## config.mk

```make
export PLATFORM = sky130hd
export DESIGN_NAME = wm_read_arbiter_flat
export DESIGN_NICKNAME = d
export VERILOG_FILES = /design/src/rtl/wm_read_arbiter_if.sv /design/src/rtl/wm_read_arbiter.sv /design/src/flat_wrapper.sv
export SDC_FILE = /design/constraint.sdc
export NUM_CORES = 1
export LEC_CHECK = 0
export CORE_AREA = 10 10 96 98
export DETAILED_ROUTE_END_ITERATION = 12
export DIE_AREA = 0 0 106 108
export PLACE_DENSITY_LB_ADDON = 0.05
export SETUP_SLACK_MARGIN = 0.05
export SYNTH_ARGS = -nofsm -noshare
export SYNTH_HDL_FRONTEND = slang
export SYNTH_SLANG_ARGS = --single-unit
export TNS_END_PERCENT = 50
```

## constraint.sdc

```tcl
create_clock -name clk -period 5.06 [get_ports clk]
set_clock_uncertainty 0.05 [all_clocks]
set_input_delay 1.012 -clock clk [delete_from_list [all_inputs] [get_ports clk]]
set_output_delay 1.012 -clock clk [all_outputs]
set_load 0.01 [all_outputs]
```

## src/rtl/wm_read_arbiter_if.sv

```systemverilog
// Weight-memory read arbiter bus.
// Bundles the per-unit request/return signals and the shared memory read port.
//   req, req_base, pause : requester side -> arbiter
//   gnt, busy            : arbiter -> requesters (burst ownership)
//   mem_en, mem_addr     : arbiter -> weight memory
//   mem_rdata            : weight memory -> arbiter
//   rd_valid, rd_data, rd_last : arbiter -> requesters (tagged return data)
// Modport slave is the arbiter; modport master is the environment around it.
interface wm_read_arbiter_if #(
  parameter int NUM_REQ    = 3,
  parameter int ADDR_W     = 14,
  parameter int DATA_WIDTH = 32
);
  logic [NUM_REQ-1:0]        req;
  logic [NUM_REQ*ADDR_W-1:0] req_base;
  logic                      pause;
  logic [NUM_REQ-1:0]        gnt;
  logic                      busy;
  logic                      mem_en;
  logic [ADDR_W-1:0]         mem_addr;
  logic [DATA_WIDTH-1:0]     mem_rdata;
  logic [NUM_REQ-1:0]        rd_valid;
  logic [DATA_WIDTH-1:0]     rd_data;
  logic                      rd_last;

  modport slave (
    input  req, req_base, pause, mem_rdata,
    output gnt, busy, mem_en, mem_addr, rd_valid, rd_data, rd_last
  );

  modport master (
    output req, req_base, pause, mem_rdata,
    input  gnt, busy, mem_en, mem_addr, rd_valid, rd_data, rd_last
  );
endinterface

```

## src/rtl/wm_read_arbiter.sv

```systemverilog
// Round-robin arbiter sharing one weight-memory read port among NUM_REQ conv
// unit control units. A granted unit receives a burst of BURST_LEN consecutive
// words starting at its captured base address; read data returns tagged to the
// owner after MEM_LATENCY cycles.
// Ports:
//   clk   : clock, rising edge
//   reset : asynchronous, active-high
//   bus   : wm_read_arbiter_if.slave (requests, memory port, return path)
module wm_read_arbiter #(
  parameter int NUM_REQ     = 3,
  parameter int ADDR_W      = 14,
  parameter int DATA_WIDTH  = 32,
  parameter int BURST_LEN   = 25,
  parameter int MEM_LATENCY = 1
) (
  input  logic               clk,
  input  logic               reset,
  wm_read_arbiter_if.slave   bus
);

  localparam int IDX_W  = (NUM_REQ > 1) ? $clog2(NUM_REQ) : 1;
  localparam int BEAT_W = $clog2(BURST_LEN);

  typedef enum logic {IDLE, BURST} state_t;

  state_t               state_q, state_d;
  logic [NUM_REQ-1:0]   gnt_q, gnt_d;
  logic [IDX_W-1:0]     last_q, last_d;
  logic [ADDR_W-1:0]    addr_q, addr_d;
  logic [BEAT_W-1:0]    beat_q, beat_d;

  logic [IDX_W-1:0]     winner;
  logic [IDX_W-1:0]     cand;
  logic                 found;
  logic                 last_beat;
  logic                 issue;

  // Return-path pipeline: stage MEM_LATENCY-1 lines up with mem_rdata.
  logic [MEM_LATENCY-1:0]              pipe_en;
  logic [MEM_LATENCY-1:0]              pipe_last;
  logic [MEM_LATENCY-1:0][NUM_REQ-1:0] pipe_own;

  // Search upward from the unit after the last winner, wrapping around.
  always_comb begin
    winner = '0;
    cand   = '0;
    found  = 1'b0;
    for (int unsigned k = 1; k <= NUM_REQ; k++) begin
      cand = IDX_W'((32'(last_q) + k) % NUM_REQ);
      if (!found && bus.req[cand]) begin
        winner = cand;
        found  = 1'b1;
      end
    end
  end

  assign last_beat = (beat_q == BEAT_W'(BURST_LEN - 1));
  assign issue     = (state_q == BURST) && !bus.pause;

  always_comb begin
    state_d = state_q;
    gnt_d   = gnt_q;
    last_d  = last_q;
    addr_d  = addr_q;
    beat_d  = beat_q;
    case (state_q)
      IDLE: begin
        if (found) begin
          state_d       = BURST;
          gnt_d         = '0;
          gnt_d[winner] = 1'b1;
          last_d        = winner;
          addr_d        = bus.req_base[winner*ADDR_W +: ADDR_W];
          beat_d        = '0;
        end
      end
      BURST: begin
        if (issue) begin
          if (last_beat) begin
            state_d = IDLE;
            gnt_d   = '0;
            beat_d  = '0;
          end else begin
            beat_d = beat_q + BEAT_W'(1);
          end
        end
      end
      default: state_d = IDLE;
    endcase
  end

  always_ff @(posedge clk or posedge reset) begin
    if (reset) begin
      state_q <= IDLE;
      gnt_q   <= '0;
      last_q  <= IDX_W'(NUM_REQ - 1);
      addr_q  <= '0;
      beat_q  <= '0;
    end else begin
      state_q <= state_d;
      gnt_q   <= gnt_d;
      last_q  <= last_d;
      addr_q  <= addr_d;
      beat_q  <= beat_d;
    end
  end

  always_ff @(posedge clk or posedge reset) begin
    if (reset) begin
      pipe_en   <= '0;
      pipe_last <= '0;
      pipe_own  <= '0;
    end else begin
      pipe_en[0]   <= issue;
      pipe_last[0] <= issue && last_beat;
      pipe_own[0]  <= gnt_q;
      for (int unsigned i = 1; i < MEM_LATENCY; i++) begin
        pipe_en[i]   <= pipe_en[i-1];
        pipe_last[i] <= pipe_last[i-1];
        pipe_own[i]  <= pipe_own[i-1];
      end
    end
  end

  assign bus.gnt      = gnt_q;
  assign bus.busy     = (state_q == BURST);
  assign bus.mem_en   = issue;
  // Address only driven while a burst owns the port; wraps modulo 2^ADDR_W.
  assign bus.mem_addr = (state_q == BURST) ? (addr_q + ADDR_W'(beat_q)) : '0;
  assign bus.rd_valid = pipe_own[MEM_LATENCY-1] & {NUM_REQ{pipe_en[MEM_LATENCY-1]}};
  assign bus.rd_last  = pipe_last[MEM_LATENCY-1] & pipe_en[MEM_LATENCY-1];
  assign bus.rd_data  = bus.mem_rdata;

endmodule

```

## src/flat_wrapper.sv

```systemverilog
// flat-port wrapper written by rule: the top's interface ports become plain ports
module wm_read_arbiter_flat 
#(
  parameter int NUM_REQ     = 3,
  parameter int ADDR_W      = 14,
  parameter int DATA_WIDTH  = 32,
  parameter int BURST_LEN   = 25,
  parameter int MEM_LATENCY = 1
)
  (clk, reset, bus_req, bus_req_base, bus_pause, bus_mem_rdata, bus_gnt, bus_busy, bus_mem_en, bus_mem_addr, bus_rd_valid, bus_rd_data, bus_rd_last);
  wm_read_arbiter_if #(.NUM_REQ(NUM_REQ), .ADDR_W(ADDR_W), .DATA_WIDTH(DATA_WIDTH)) bus_i ();
  input  logic clk;
  input  logic reset;
  input wire logic [$bits(bus_i.req)-1:0] bus_req;
  input wire logic [$bits(bus_i.req_base)-1:0] bus_req_base;
  input wire logic [$bits(bus_i.pause)-1:0] bus_pause;
  input wire logic [$bits(bus_i.mem_rdata)-1:0] bus_mem_rdata;
  output wire logic [$bits(bus_i.gnt)-1:0] bus_gnt;
  output wire logic [$bits(bus_i.busy)-1:0] bus_busy;
  output wire logic [$bits(bus_i.mem_en)-1:0] bus_mem_en;
  output wire logic [$bits(bus_i.mem_addr)-1:0] bus_mem_addr;
  output wire logic [$bits(bus_i.rd_valid)-1:0] bus_rd_valid;
  output wire logic [$bits(bus_i.rd_data)-1:0] bus_rd_data;
  output wire logic [$bits(bus_i.rd_last)-1:0] bus_rd_last;
  assign bus_i.req = bus_req;
  assign bus_i.req_base = bus_req_base;
  assign bus_i.pause = bus_pause;
  assign bus_i.mem_rdata = bus_mem_rdata;
  assign bus_gnt = bus_i.gnt;
  assign bus_busy = bus_i.busy;
  assign bus_mem_en = bus_i.mem_en;
  assign bus_mem_addr = bus_i.mem_addr;
  assign bus_rd_valid = bus_i.rd_valid;
  assign bus_rd_data = bus_i.rd_data;
  assign bus_rd_last = bus_i.rd_last;
  wm_read_arbiter #(.NUM_REQ(NUM_REQ), .ADDR_W(ADDR_W), .DATA_WIDTH(DATA_WIDTH), .BURST_LEN(BURST_LEN), .MEM_LATENCY(MEM_LATENCY)) u_core (.clk(clk), .reset(reset), .bus(bus_i));
endmodule
```

==> summary.md, run 1 <==
| Metric | Value |
|---|---|
| Outcome | finished, final reports clean |
| Initial antenna violation count | 0 |
| PostCTS Resize Cnt | 0 |
| Setup Total Neg Slack | 0 ns |
| Drt total wl | 6.31 mm |
| Clock root buffer | clkbuf_8 |
| Vias in the first global route | roughly 2000 |
| Worst-skew pair later-pin latency | between 0.2 and 0.3 ns |
| CTS tree | built |
| Vias per cell | 4.75 |
| Syn Nets | around 370 |
| Slew margin rel. | slightly below 40% |
| Synth area leader | dfrtp_1 |
| Top_reg_cell synth | dfrtp_1 |
| R2r setup slk | between 1.5 and 2 ns |
| Complex-gate fraction of the synthesized area | 15.8% |
| Core Area | 7450 um^2 |
| Main area contributors after synthesis | dfrtp_1 29%, buf_4 9.7%, mux2_1 6.4% |
| Via count | a little under 2000 |
| Post-synthesis instance area | ~2500 um^2 |
| Setup crit end kind | output pin |
| Largest net degree at the start of global routing | between 40 and 50 |
| DIE WIDTH | ~110 um |
| Reg2reg end | u_core.addr_q[5] |
| CP max stage delay | around 0.55 ns |
| Hold endpoint | u_core.pipe_own[2] |
| # hold bufs at CTS | 0 |
| Req. time, crit path | approximately 4 ns |
| Worst Max-Slew Pin Slew | ~0.9 ns |
| FMAX | roughly 240 MHz |
| Layout area overhead | 25.2% |
| GRT Overall Usage | between 10% and 20% |
| Post-synth EDFFs | 0 |
| Global-route wire length before repair | roughly 10 mm |
| Yosys top cell area share | 29.3% |
| Final-report setup violation count | 0 |
| Hold slack | roughly 0.35 ns |
| Post-synthesis simple-gate area fraction | 16.8% |
| Sequential area share after synthesis | 30.4% |
| Post-Synth XOR/XNOR Area | under 10% |
| WP data arrival | just over 3 ns |
| Setup Fix Bufs, Post-CTS | 0 |
| Nets | between 400 and 500 |
| Synth unique cells | 44 |
| Clk slew on worst S/H paths | ~0.070 ns |
| Grt total ovfl | 0 |
| Largest family of logic cells by synthesized area | simple AND/OR/NAND/NOR gates |
| Longest Clk Path Bufs | 2 |
| Antenna cells | 0 |
| Die Area | approximately 11000 um^2 |
| I/O pin count | 135 |
| Drt pass-1 iters | 4 |
| Cells on Worst Hold Path | 0 |
| PortBufs | 70 |
| DRT antenna net count | 0 |
| RSZ-0062 raised after global routing | false |
| # DRC | 0 |
| Die Y | between 100 and 150 um |
| Sink Count | 30 |
| Final period util | 81.6% |
| Crit Path Class | flop to output pin |
| Fillers | 778 |
| Post-synthesis adder-cell area fraction | 5.86% |
| Pwr/cell area | roughly 660 nW/um^2 |
| Mux contribution to synthesized area | a little over an eighth |
| Fraction of synthesis flops using an asynchronous set or reset pin | 100% |
| Critical R2R Launch | u_core.last_q[1] |
| Syn_area_per_cell | approximately 9 um^2 |
| Slowest-stage cell, CP | clkdlybuf4s50_1 |
| TritonCTS Buffers | 5 |
| YS warnings | 0 |
| HPWL after DPL | ~4.9 mm |
| Final min period | 4.13 ns |
| Worst-path maximum fanout | 5 |
| HP Start | u_core.bus.gnt[2] |
| GPL Wtd Cong | 0.774 |
| Share of layout cells above drive strength 1 | under 10% |
| CTS H-tree lvls | 2 |
| Final Hold Vio Count | 0 |
| Reg2Reg Depth | 7 |
| Routed length per instance | approximately 15 um |
| CP Launch Type | flop |
| DRT iter0 DRCs | 37 |
| Worst VDD drop | 0.536 mV |
| Synth cell count leaders | 32 x buf_4, 31 x nand2_1, 29 x dfrtp_1 |
| Number of synthesized register bits | 30 |
| Leakage | 1.33 nW |
| Cells after Synth | around 280 |
| Cells along the critical path | ha_1 -> inv_1 -> fa_1 -> nor2b_1 -> o21ai_0 -> a21boi_0 -> o2111ai_1 -> xnor2_1 -> and2_1 -> clkdlybuf4s50_1 |
| Number of cell rows | 32 |
| Max-cap violations | 0 |
| Max-slew violations | 0 |
| Starting Density | approximately a third |
| Top-count cell post-synth | buf_4 |
| Hold Crit Class | flop to flop |
## layout by cell type (no fill, tap or decap), drive strengths merged, types with 2 or more instances in the layout
master,netlist,final
o21ai,27,27
nor3b,2,2
nand2,31,31
and2,15,15
mux2i,16,16
o22ai,2,2
nand3,6,6
nor2b,7,7
o2111ai,2,2
o211ai,6,6
nand2b,2,2
nor2,14,14
a31oi,2,2
buf,38,2
and3,2,2
clkbuf,6,7
a21oi,8,8
xnor2,10,10
a21o,2,2
dfrtp,29,29
mux2,14,14
inv,12,12
ha,10,10
clkdlybuf4s50,0,70
## worst max-delay path: cells and delay by family (launching register included)
family | cells | cell delay (ns)
DFF | 1 | 0.39
xor gates and xnor gates | 1 | 0.15
AOI/OAI and AO/OA | 3 | 0.80
buffers and inverters | 2 | 0.61
and+or+nand+nor | 2 | 0.28
adders and majority gates | 2 | 0.56
## how the worst max path moves through the flow
| stage | endpoint | from | slack, ns |
|---|---|---|---|
| floorplan | bus_mem_addr[8] | u_core.beat_q[0] | 1.99 |
| global placement | bus_mem_addr[6] | u_core.beat_q[0] | 1.25 |
| detailed placement | bus_mem_addr[6] | u_core.beat_q[0] | 1.20 |
| CTS | bus_mem_addr[6] | u_core.beat_q[0] | 0.89 |
| global route | bus_mem_addr[6] | u_core.beat_q[0] | 0.57 |
| finish | bus_mem_addr[8] | u_core.beat_q[0] | 0.93 |
## where the power goes
| part | switching, mW | total [mW] | internal [mW] |
|---|---|---|---|
| clock | 0.0864 | 0.196 | 0.110 |
| sequential | 0.119 | 0.468 | 0.349 |
| combinational | 0.696 | 1.39 | 0.691 |
| total | 0.901 | 2.05 | 1.15 |
## cells by family (layout without fill, tap and decap cells)
family	Yosys count	count (layout)
xor+xnor	10	10
simple gates	84	84
fa+ha+maj	11	11
flops	30	30
compound gates	57	57
buf+inv	56	92
mux	30	30
## area by class of cell
cell class | count | area [um^2] | area share, %
Multi-Input combinational cell | 192 | 1370 | 44.1
Sequential cell | 30 | 752 | 24.3
Timing Repair Buffer | 72 | 716 | 23.1
Tap cell | 102 | 128 | 4.12
Clock buffer | 7 | 86.3 | 2.78
Inverter | 12 | 45.0 | 1.45
Clock inverter | 1 | 5.00 | 0.161
## per-stage QoR
step / area, um^2 / cells / utilization (%) / setup WS, ns / total power [mW]
2_1_floorplan: 2480 / 278 / - / 1.99 / 1.42
3_3_place_gp: 3010 / 408 / 40.4 / 1.25 / 1.88
3_5_place_dp: 3010 / 408 / 40.4 / 1.20 / 1.89
4_1_cts: 3100 / 416 / 41.6 / 0.890 / 2.09
5_1_grt: 3100 / 416 / 41.6 / 0.574 / 2.26
6_report: 3100 / 416 / 41.6 / 0.933 / 2.05
## per-layer routing
metal	GRT usage, %	vias to the layer above	routed length [um]
met5	0	-	0
met4	4.26	0	116
met3	3.21	16	386
met2	17.6	63	3020
met1	13.2	905	2790
li1	-	994	-
## state kept, by name (all words and copies together), names as in the netlist
name and cells:
u_core.addr_q 14, u_core.beat_q 5, u_core.bus.gnt 3, u_core.pipe_own 3, u_core.last_q 2, u_core.bus.busy 1, u_core.pipe_en 1, u_core.pipe_last 1
Power figures use the tool's default switching activity.
==> run 2: changes to the inputs <==
==> constraint.sdc (replaced) <==
create_clock -name clk -period 3.3 [get_ports clk]
set_clock_uncertainty 0.05 [all_clocks]
set_input_delay 0.66 -clock clk [delete_from_list [all_inputs] [get_ports clk]]
set_output_delay 0.66 -clock clk [all_outputs]
set_load 0.01 [all_outputs]
==> run 2 against run 1 <==
Final cell count up 2.4%. Combinational power up 61%. Die area unchanged. Via count down 0.76%. Register-to-register slack worse by 1.4 ns.
==> summary.md, run 2 (synthesis gave the netlist of run 1 again) <==
| Metric | Value |
|---|---|
| Outcome | finished, final reports clean (unchanged) |
| Cells on Worst Hold Path | 0 (unchanged) |
| Routed length per instance | 14.2 um (was 15.2 um) |
| Worst VDD drop | 0.382 mV (was 0.536 mV) |
| Final Cell Area | 3220 um^2 (was 3100 um^2) |
| Req. time, crit path | 2.59 ns (was 4.00 ns) |
| Critical Path Source | u_core.beat_q[0] (unchanged) |
| Largest registers | u_core.addr_q: 14 flops, u_core.beat_q: 5 flops (unchanged) |
| Nets | 414 (was 404) |
| Setup crit end kind | output pin (unchanged) |
| Crit Path Class | flop to output pin (unchanged) |
| Reg2Reg Depth | 9 (was 7) |
| Share of layout cells above drive strength 1 | 9.88% (was 5.41%) |
| Pre-CTS setup slack | 0.0672 ns (was 1.20 ns) |
| Util after Layout | 43.2% (was 41.6%) |
| Core Area | 7450 um^2 (unchanged) |
| Clk slew on worst S/H paths | 0.06 ns (was 0.07 ns) |
| Via count | 1963 (was 1978) |
| Die Area | 11400 um^2 (unchanged) |
| Clock root buffer | clkbuf_8 (unchanged) |
| DRT iter0 DRCs | 39 (was 37) |
| Initial antenna violation count | 0 (unchanged) |
| Max-slew violations | 0 (unchanged) |
| Vias in the first global route | 2058 (was 1992) |
| Final-report setup violation count | 0 (unchanged) |
| Hold Crit Class | flop to flop (unchanged) |
| Grt total ovfl | 0 (unchanged) |
| RSZ-0062 raised after global routing | false (unchanged) |
| Most frequent cells in the layout | 60 x clkdlybuf4s50_1, 31 x nand2_1, 29 x dfrtp_1, 17 x o21ai_1 (was 70 x clkdlybuf4s50_1, 31 x nand2_1, 29 x dfrtp_1) |
| WP data arrival | 2.31 ns (was 3.06 ns) |
| HP Start | u_core.bus.gnt[1] (was u_core.bus.gnt[2]) |
| HPWL after DPL | 4.93 mm (was 4.85 mm) |
| DRT antenna net count | 0 (unchanged) |
| Vias per cell | 4.61 (was 4.75) |
| GRT Overall Usage | 10.8% (about the same) |
| PortBufs | 70 (unchanged) |
| Worst Max-Slew Pin Slew | 0.445 ns (was 0.915 ns) |
| Global-route wire length before repair | 10.1 mm (was 10.0 mm) |
| CTS tree | built (unchanged) |
| Die Y | 108 um (unchanged) |
| Longest Clk Path Bufs | 2 (unchanged) |
| DIE WIDTH | 106 um (unchanged) |
| I/O pin count | 135 (unchanged) |
| Largest Register | u_core.addr_q (unchanged) |
| Max FFs per register | 14 (unchanged) |
| Final Hold Vio Count | 0 (unchanged) |
| Placed cell areas | 3070 um^2 (was 3010 um^2) |
| Slew margin rel. | 70.3% (was 38.8%) |
| Sink Count | 30 (unchanged) |
| TritonCTS Buffers | 5 (unchanged) |
| Critical R2R Launch | u_core.last_q[0] (was u_core.last_q[1]) |
| Starting Density | 33.3% (unchanged) |
| Worst Setup Slack, final | 0.283 ns (was 0.933 ns) |
| Drt total wl | 6.03 mm (was 6.31 mm) |
| CP Launch Type | flop (unchanged) |
| GPL Wtd Cong | 0.779 (was 0.774) |
| Antenna cells | 0 (unchanged) |
| FMAX | 331 MHz |
| Final min period | 3.02 ns |
| Pwr/cell area | 1000 nW/um^2 (was 661 nW/um^2) |
| Largest net degree at the start of global routing | 43 (unchanged) |
| Final period util | 91.4% |
| Max-cap violations | 0 (unchanged) |
| Setup Total Neg Slack | 0 ns (unchanged) |
| CTS H-tree lvls | 2 (unchanged) |
| Layout area overhead | 29.8% (was 25.2%) |
| # DRC | 0 (unchanged) |
| Commonest non-fill, non-tap cell in the layout | clkdlybuf4s50_1 (unchanged) |
| Leakage | 1.46 nW (was 1.33 nW) |
| Drt pass-1 iters | 4 (unchanged) |
| # hold bufs at CTS | 0 (unchanged) |
| Worst-path maximum fanout | 5 (unchanged) |
| Total power draw | 3.23 mW (was 2.05 mW) |
| Number of cell rows | 32 (unchanged) |
| Worst-skew pair later-pin latency | 0.28 ns (about the same) |
run 2: layout make-up:
type / instances / area, um^2
multi-input cells: 192 / 1380
flip-flops and latches: 30 / 752
clock buffers: 7 / 86.3
inverters: 12 / 45.0
well taps: 102 / 128
fillers: 785 / 4230
clock inverters: 1 / 5.00
repair buffers: 82 / 817
run 2: worst max-delay path, cell delays in order, from the launching register on:
cell and delay [ns]:
dfrtp_1 0.35, ha_2 0.18, inv_1 0.05, fa_2 0.34
nor2b_2 0.13, o21ai_1 0.08, a21boi_1 0.12, buf_4 0.15
o2111ai_1 0.12, xnor2_1 0.14, and2_1 0.15, clkdlybuf4s15_1 0.23
run 2: what timing repair did:
item	4_1_cts	5_1_grt
gates cloned	0	0
pin swaps	0	1
endpoints found under the setup margin	9	10
setup buffers	2	1
gates resized for setup	6	16
endpoints found under the hold margin	0	0
run 2: through the flow:
stage	hold slack (ns)	std cells
detailed placement	0.336	415
global placement	0.333	415
finish	0.345	426
global route	0.368	426
CTS	0.350	425
floorplan	0.384	278
run 2: path summary, 6_finish.rpt:
check | to | slack, ns
max | bus_mem_addr[8] | 0.28
max in group asynchronous | u_core.last_q[1] | 2.18
min in group asynchronous | u_core.bus.busy | 0.70
min reg2reg | u_core.pipe_own[1] | 0.34
min | u_core.pipe_own[1] | 0.34
max reg2reg | u_core.addr_q[4] | 0.58
run 2: layer usage:
layer	routed length, um	vias up	GRT usage [%]	part of all wire [%]
li1	-	1008	-	-
met1	2790	892	13.9	46
met2	2830	53	16.7	47
met3	316	10	2.97	5.2
met4	94	0	4.16	1.6
met5	0	-	0	0
run 2: where the power goes:
part / switching [mW] / internal [mW]
clock network: 0.136 / 0.168
registers: 0.147 / 0.536
logic: 1.10 / 1.15
